==> config.mk <==
export PLATFORM = sky130hd
export DESIGN_NAME = beta_mem_arbiter
export DESIGN_NICKNAME = d
export VERILOG_FILES = /design/src/rtl/beta_mem_arbiter.sv
export SDC_FILE = /design/constraint.sdc
export NUM_CORES = 1
export LEC_CHECK = 0
export CAP_MARGIN = 20
export CORE_MARGIN = 10
export CORE_UTILIZATION = 37
export CTS_CLUSTER_SIZE = 16
export DETAILED_ROUTE_END_ITERATION = 6
export PLACE_DENSITY_LB_ADDON = 0.25
export REMOVE_ABC_BUFFERS = 1
export SYNTH_ARGS = -nofsm -noshare
export SYNTH_HDL_FRONTEND = slang
export SYNTH_SLANG_ARGS = --single-unit
==> constraint.sdc <==
create_clock -name clk -period 3.9 [get_ports clk]
set_clock_uncertainty 0.15 [all_clocks]
set_input_delay 0.78 -clock clk [delete_from_list [all_inputs] [get_ports clk]]
set_output_delay 0.78 -clock clk [all_outputs]
set_load 0.01 [all_outputs]
==> src/rtl/beta_mem_arbiter.sv <==
// Single-port memory arbiter for the pipelined Beta: shares one memory port between
// instruction fetch and the MEM-stage load/store port, and generates the pipeline stall.
module beta_mem_arbiter #(
  parameter int TIMEOUT = 255
) (
  input  logic        clk,
  input  logic        reset,
  input  logic        ireq,
  input  logic [31:0] iaddr,
  output logic [31:0] idata,
  output logic        ivalid,
  input  logic        moe,
  input  logic        mwr,
  input  logic [31:0] addr,
  input  logic [31:0] wd,
  output logic [31:0] rd,
  output logic        dvalid,
  output logic        stall,
  output logic        berr,
  output logic [31:0] ma,
  output logic [31:0] mwd,
  output logic        mre,
  output logic        mwe,
  input  logic [31:0] mdin,
  input  logic        mack
);

  localparam int CW = $clog2(TIMEOUT);

  typedef enum logic [1:0] {
    IDLE = 2'd0,
    DATA = 2'd1,
    INST = 2'd2
  } state_t;

  state_t        state;
  logic [CW-1:0] cnt;
  logic          dreq;
  logic          timeout_hit;
  logic          done;

  // Memory handshake: an access is issued by raising mre or mwe with ma/mwd; all
  // four stay stable until the edge that samples mack=1, which completes it.
  assign dreq        = moe | mwr;
  assign stall       = (dreq & ~dvalid) | (ireq & ~ivalid);
  assign timeout_hit = ~mack && (cnt == CW'(TIMEOUT - 2));
  assign done        = mack | timeout_hit;

  always_ff @(posedge clk) begin
    if (reset) begin
      state  <= IDLE;
      cnt    <= '0;
      ma     <= '0;
      mwd    <= '0;
      mre    <= 1'b0;
      mwe    <= 1'b0;
      rd     <= '0;
      idata  <= '0;
      ivalid <= 1'b0;
      dvalid <= 1'b0;
      berr   <= 1'b0;
    end else begin
      berr <= 1'b0;
      // Pipeline advance: held results have been consumed.
      if (!stall) begin
        ivalid <= 1'b0;
        dvalid <= 1'b0;
      end
      case (state)
        IDLE: begin
          cnt <= '0;
          if (dreq && !dvalid) begin
            ma    <= addr;
            mwd   <= wd;
            mwe   <= mwr;
            mre   <= ~mwr;
            state <= DATA;
          end else if (ireq && !ivalid) begin
            ma    <= iaddr;
            mre   <= 1'b1;
            mwe   <= 1'b0;
            state <= INST;
          end
        end
        DATA: begin
          if (done) begin
            mre    <= 1'b0;
            mwe    <= 1'b0;
            dvalid <= 1'b1;
            berr   <= ~mack;
            state  <= IDLE;
            // Stores leave the load result register untouched.
            if (!mwe) rd <= mack ? mdin : '0;
          end else begin
            cnt <= cnt + 1'b1;
          end
        end
        INST: begin
          if (done) begin
            mre    <= 1'b0;
            mwe    <= 1'b0;
            ivalid <= 1'b1;
            berr   <= ~mack;
            idata  <= mack ? mdin : '0;
            state  <= IDLE;
          end else begin
            cnt <= cnt + 1'b1;
          end
        end
        default: state <= IDLE;
      endcase
    end
  end

endmodule

# Yosys cells after proc, flatten, opt, wreduce, memory -nomap -nowiden
# Cells that the tools add are included.
totals:
  input_bits: 134
  ff_bits: 143
  word_cells: 69
  output_inout_bits: 134
op_classes:
  n_eq_ne: 6
  n_addsub: 1
  n_bitwise: 12
  n_reduce_logical: 17
  muxes: 22
ops:
  columns: ["cell", "n"]
  rows:
  - ["$mux 32", 3]
  - ["$pmux 8 s2", 1]
  - ["$mux 1", 11]
  - ["$reduce_and 2->1", 5]
  - ["$add 8x1->8 const B", 1]
  - ["$eq 8x8->1 const B", 1]
  - ["$mux 8", 1]
  - ["$not 1->1", 7]
  - ["$mux 2", 3]
  - ["$reduce_and 3->1", 2]
  - ["$pmux 1 s2", 2]
  - ["$pmux 2 s2", 1]
  - ["$reduce_bool 2->1", 2]
  - ["$logic_and 1x1->1", 3]
  - ["$ne 3x3->1 const B", 1]
  - ["$or 1x1->1", 3]
  - ["$reduce_or 3->1", 1]
  - ["$and 1x1->1", 2]
  - ["$eq 2x1->1 const B", 1]
  - ["$eq 2x2->1 const B", 1]
  - ["$logic_not 1->1", 2]
  - ["$logic_not 2->1", 1]
  - ["$ne 2x1->1 const B", 1]
  - ["$ne 2x2->1 const B", 1]
  - ["$reduce_or 2->1", 1]

# Logic depth before layout (Yosys ltp)
# Gate-level depths: netlist of run 1.
depth:
  word_depth: 6
  mapped_depth: 7
  mapped_depth_nobuf: 6

# Least setup slack after synthesis of run 1
# Ideal clock, no wire load.
synth_path:
  path_kind: "input to output"
  from: "input mwr"
  to: "output stall"
  t_arrival_ns: 1.401
  stages: 3
  path_slack_ns: 1.569
  n_path_buf: 1
  path_cell_list: "o21bai_4 clkbuf_1 nand2_1"
synth_between:
  elab_chain_cells: 3
synth_lines:
  columns: ["element", "line_no", "rtl"]
  rows:
  - ["from (decl)", "13", "input logic mwr,"]
  - ["$or 1x1->1", "44", "assign dreq = moe | mwr;"]
  - ["$and 1x1->1", "45", "assign stall = (dreq & ~dvalid) | (ireq & ~ivalid);"]
  - ["$or 1x1->1", "45", null]
  - ["to (decl)", "18", "output logic stall,"]
# No other way between the ends.

# Worst setup path in the final report of run 1
layout_path:
  from: "input ireq"
  to: "output stall"
layout_between:
  elab_chain_cells: 2
layout_lines:
  columns: ["element", "line_no", "rtl"]
  rows:
  - ["from (decl)", "8", "input logic ireq,"]
  - ["$and 1x1->1", "45", null]
  - ["$or 1x1->1", "45", null]
# No other way between the ends.

==> results_dict.tcl, run 1 <==
set metrics [dict create \
    status "finished clean" \
    grt_pass1_wl_um 29300 \
    hp-start "mwd[28]" \
    viasPerCell 5.26 \
    fin_area_um2 8700 \
    worstSkewPairLatency_ps 410 \
    cpPeakStageDelay_ps 540 \
    grt_pass1_vias 5463 \
    io_pins 268 \
    avgSynthCellArea_um2 9.70 \
    post_cts_resized 0 \
    cts_tree "yes" \
    wl_um 18800 \
    syn_to_final_growth_pct 59.7 \
    overflow 0 \
    drc 0 \
    ir_drop_v 0.000274 \
    start_kind "input port" \
    drt-initial-drc-count 228 \
    num_antenna_cells 0 \
    cts_made_buffers 17 \
    clock_path_buffers 2 \
    syn_area_um2 5450 \
    vias 5291 \
    max_freq_mhz 335 \
    min_path_type "register to register" \
    path_cells "clkdlybuf4s50_1, nand2b_1, nand2_1, clkdlybuf4s50_1" \
    async_flop_share_pct 0 \
    r2r_end "rd[10]" \
    routedWlPerCell_um 18.7 \
    clk_pin_slew_ps 60 \
    yosysWarnings 0 \
    layout_common_cells "clkdlybuf4s50_1 (265), dfxtp_1 (143), nand2_1 (133), a32o_1 (64)" \
    cts_sinks 143 \
    drv_slew 0 \
    end_kind "primary output" \
    rsz0062_at_grt "false" \
    worst_slew_pin_slew_ps 972 \
    critical_path_class "input port to primary output" \
    period_share_pct 76.5 \
    whs_endpoint "mwd[28]" \
    synth.distinct_cells 45 \
    track_usage_pct 18.0 \
    cts_hold_buf 0 \
    finalWeightedCongestion 0.780 \
    final_common_cell "clkdlybuf4s50_1" \
    die_area_um2 20000 \
    cp.required_ps 2970 \
    hold_viol_final 0 \
    worstHoldPathCells 2 \
    synth_edf_count 0 \
    grt_max_degree 74 \
    cp.arrival_ps 2050 \
    leakage_nw 3.22 \
    power.density_nw_per_um2 488 \
    critPathMostFrequentCell "clkdlybuf4s50_1" \
    ys.flop_type "dfxtp_1" \
    finalCriticalPeriod_ps 2980 \
    reg2reg_depth 6 \
    post-cts-setup-buffers 0 \
    max_slew_margin_pct 35.2 \
    initial_core_util_pct 37.6 \
    cts-htree-levels 4 \
    rr_startpoint "cnt[1]" \
    core_area_um2 14500 \
    dp_hpwl_um 13700 \
    synth_seq_area_share_pct 52.5 \
    ant_nets 0 \
    syn_inst 562 \
    drive_gt1_share_pct 7.31 \
    reg2reg_slack_ps 1710 \
    ys_ff_latch 143 \
    cap_violations 0 \
    die_w_um 141 \
    dr.pass1.iters 5 \
    num-fill-cells 1199 \
    port_buffers 267 \
    setup_viol 0 \
    root_buffer "clkbuf_16" \
    fin_tns_setup_ps 0 \
    nets 948 \
    antenna_found_initial 0 \
    cp_max_fo 5 \
    chipHeight_um 141 \
    placementRows 44 \
    placed_cell_area_um2 8130 \
    slowest_stage "clkdlybuf4s50_1" \
    crit_start "ireq" \
]
cells in the mapped netlist (all sizes together), types with 2 or more instances:
master       number  area [um2]
inv               5        18.8
nand3             5        37.5
a21oi            40         204
buf              28         185
dfxtp           143        2860
a311oi           32         280
nor2b             3        18.8
a32o             64         641
nand4             2        27.5
o21ai             5        25.0
nand2           133         499
nor2             39         146
clkbuf           18        87.6
o21bai            2        37.5
ha                6        75.1
xor2              4        35.0
nand2b            5        31.3
dlygate4sd1       4        35.0
and3              3        21.3
o211ai            4        30.0
stage by stage:
stage / worst slack (ps) / utilization [%] / total power [mW] / hold slack (ps) / std cells
2_1_floorplan: 28.6 / - / 2.12 / 324 / 512
3_3_place_gp: 929 / 56.1 / 2.69 / 291 / 973
3_5_place_dp: 852 / 56.1 / 2.72 / 299 / 973
4_1_cts: 904 / 60.1 / 4.30 / 306 / 1005
5_1_grt: 879 / 60.1 / 4.46 / 321 / 1005
6_report: 917 / 60.1 / 4.25 / 303 / 1005
worst max-delay path by stage:
stage,endpoint,slack (ps)
floorplan,ma[0],30
global placement,stall,930
detailed placement,ma[1],850
CTS,stall,900
global route,stall,880
finish,stall,920
cell type report:
class                           instances  area (um2)  share of cell area, %
Inverter                                5        18.8                  0.216
Clock buffer                           17         425                   4.89
Sequential cell                       143        2860                   32.9
Clock inverter                         15         150                   1.72
Timing Repair Buffer                  277        2740                   31.5
Multi-Input combinational cell        364        2280                   26.2
Tap cell                              184         230                   2.64
registers in the layout, indices dropped and copies added, names as in the netlist:
name,flops
idata,32
ma,32
mwd,32
rd,32
cnt,8
state,2
berr,1
dvalid,1
ivalid,1
mre,1
mwe,1
metal layers:
layer / vias to the layer above / part of all wire (%) / global-route usage [%]
li1: 2534 / - / -
met1: 2502 / 40 / 20.4
met2: 225 / 46 / 28.3
met3: 30 / 11 / 8.51
met4: 0 / 2.8 / 8.39
met5: - / 0 / 0
critical path: cells and delay by family:
| family | cells | cell delay (ps) |
|---|---|---|
| buffers and inverters | 2 | 1000 |
| and+or+nand+nor | 2 | 280 |
report_power, final:
group	leakage, nW	internal (mW)	switching, mW
sequential	1.17	1.61	0.0799
combinational	1.78	0.503	0.487
clock	0.276	0.898	0.673
total	3.22	3.01	1.24
cell families (layout without fill, tap and decap cells):
family                     Yosys count  in the layout  synth area share [%]
and+or+nand+nor                    198            198                  15.5
AOI/OAI and AO/OA                  155            155                  23.8
DFF                                143            143                  52.5
buffers and inverters               55            314                  5.99
adders and majority gates            6              6                  1.38
xor gates and xnor gates             4              4                 0.643
muxes                                1              1                 0.207
(Power assumes the default switching activity.)
==> run 2, diff against run 1 <==
Clock period 3.9 ns to 3.1 ns, I/O delays scaled along.
==> results_dict.tcl, run 2 (synthesis results as in run 1) <==
set metrics [dict create \
    cts_sinks 143 \
    wl_um 18700 \
    viasPerCell 5.27 \
    critical_path_class "input port to primary output" \
    critPathMostFrequentCell "clkdlybuf4s50_1" \
    period_share_pct 85.7 \
    placed_cell_area_um2 8140 \
    initial_core_util_pct 37.6 \
    root_buffer "clkbuf_16" \
    hp-start "mwd[19]" \
    leakage_nw 3.26 \
    cap_violations 0 \
    drc 0 \
    max_slew_margin_pct 36.4 \
    io_pins 268 \
    num_antenna_cells 0 \
    hold_viol_final 0 \
    dr.pass1.iters 4 \
    rsz0062_at_grt "false" \
    whs_ps 304 \
    clk_pin_slew_ps 60 \
    drv_slew 0 \
    max_freq_mhz 377 \
    post-cts-setup-buffers 0 \
    switching_power_mw 1.53 \
    clock_path_buffers 2 \
    placementRows 44 \
    die_area_um2 20000 \
    ant_nets 0 \
    grt_pass1_wl_um 28600 \
    cp.arrival_ps 1890 \
    cp.required_ps 2330 \
    cts_tree "yes" \
    routedWlPerCell_um 18.6 \
    vias 5293 \
    fin_area_um2 8790 \
    stdcell_count 1005 \
    grt_pass1_vias 5327 \
    combPwrFrac_pct 22.4 \
    finalCriticalPeriod_ps 2660 \
    worst_slew_pin_slew_ps 953 \
    finalWeightedCongestion 0.760 \
    cp_max_fo 5 \
    ir_drop_v 0.000319 \
    path_cells "clkdlybuf4s50_1, nand2b_1, nand2_1, clkdlybuf4s50_1" \
    cts_hold_buf 0 \
    layout_common_cells "clkdlybuf4s50_1 (265), dfxtp_1 (143), nand2_1 (133), a32o_1 (64)" \
    slowest_stage "clkdlybuf4s50_1" \
    worstSkewPairLatency_ps 410 \
    p_sw_share_pct 27.4 \
    drive_gt1_share_pct 7.31 \
    dpl.cell_count 973 \
    power_mw 5.58 \
    grt_max_degree 66 \
    setup_viol 0 \
    antenna_found_initial 0 \
    status "finished clean" \
    intPower_mw 4.05 \
    overflow 0 \
    start_kind "input port" \
    pre_cts_ws_ps 428 \
    cts-htree-levels 4 \
    cpPeakStageDelay_ps 540 \
    dp_hpwl_um 13800 \
    cts_made_buffers 17 \
    drt-initial-drc-count 310 \
    nets 948 \
    layout_setup_ws_ps 444 \
    seq_power_share_pct 38.1 \
    clockPowerShare_pct 39.4 \
    min_path_type "register to register" \
    final_common_cell "clkdlybuf4s50_1" \
    power.density_nw_per_um2 635 \
    post_cts_resized 0 \
    crit_start "ireq" \
    end_kind "primary output" \
    chipHeight_um 141 \
    syn_to_final_growth_pct 61.2 \
    core_area_um2 14500 \
    track_usage_pct 17.7 \
    rr_startpoint "cnt[1]" \
    port_buffers 267 \
    die_w_um 141 \
]
==> run 2: changes by cell type in the layout (fill, tap and decap cells not counted) <==
cell / delta
clkinv_2: -1
buf_4: -1
inv_6: -4
clkinv_4: +2
clkbuf_8: +1
inv_8: -1
bufinv_16: +3
buf_12: +1
==> run 2: through the flow <==
stage / TNS [ps] / utilization (%)
after floorplan: -20140 / -
after global placement: 0 / 56.2
after detailed placement: 0 / 56.2
after CTS: 0 / 60.7
after global routing: 0 / 60.7
final: 0 / 60.7
==> run 2: final timing paths <==
check	slack, ps	end	depth (start not counted)
worst max register to register	920	rd[6]	6
worst min-delay path	300	mwd[19]	2
worst max-delay path	440	stall	4
worst min register to register	300	mwd[19]	2
==> run 2: area by class of cell <==
cell class | instances | area (um2)
multi-input combinational | 364 | 2280
clock buffer | 18 | 439
tap | 184 | 230
timing repair buffer | 277 | 2750
clock inverter | 14 | 206
sequential | 143 | 2860
fill | 1193 | 5690
inverter | 5 | 18.8
==> run 2: power groups by stage <==
stage                     Sequential, mW  Combinational (mW)  Clock (mW)
final                               2.13                1.25        2.20
after CTS                           2.13                1.27        2.24
after global placement              2.15                1.24           0
after floorplan                     2.24               0.435           0
after global routing                2.15                1.36        2.32
after detailed placement            2.16                1.26           0
==> run 2: worst max-delay path, delay by kind of cell <==
kind | cells | cell delay [ps]
AND/OR/NAND/NOR | 2 | 270
buffers and inverters | 2 | 1000
==> run 2: routing by layer <==
layer	global-route usage (%)	part of all wire, %	vias to the layer above
met1	20.0	40	2503
met5	0	0	-
met2	28.2	47	232
li1	-	-	2536
met4	6.67	1.8	0
met3	8.74	11	22
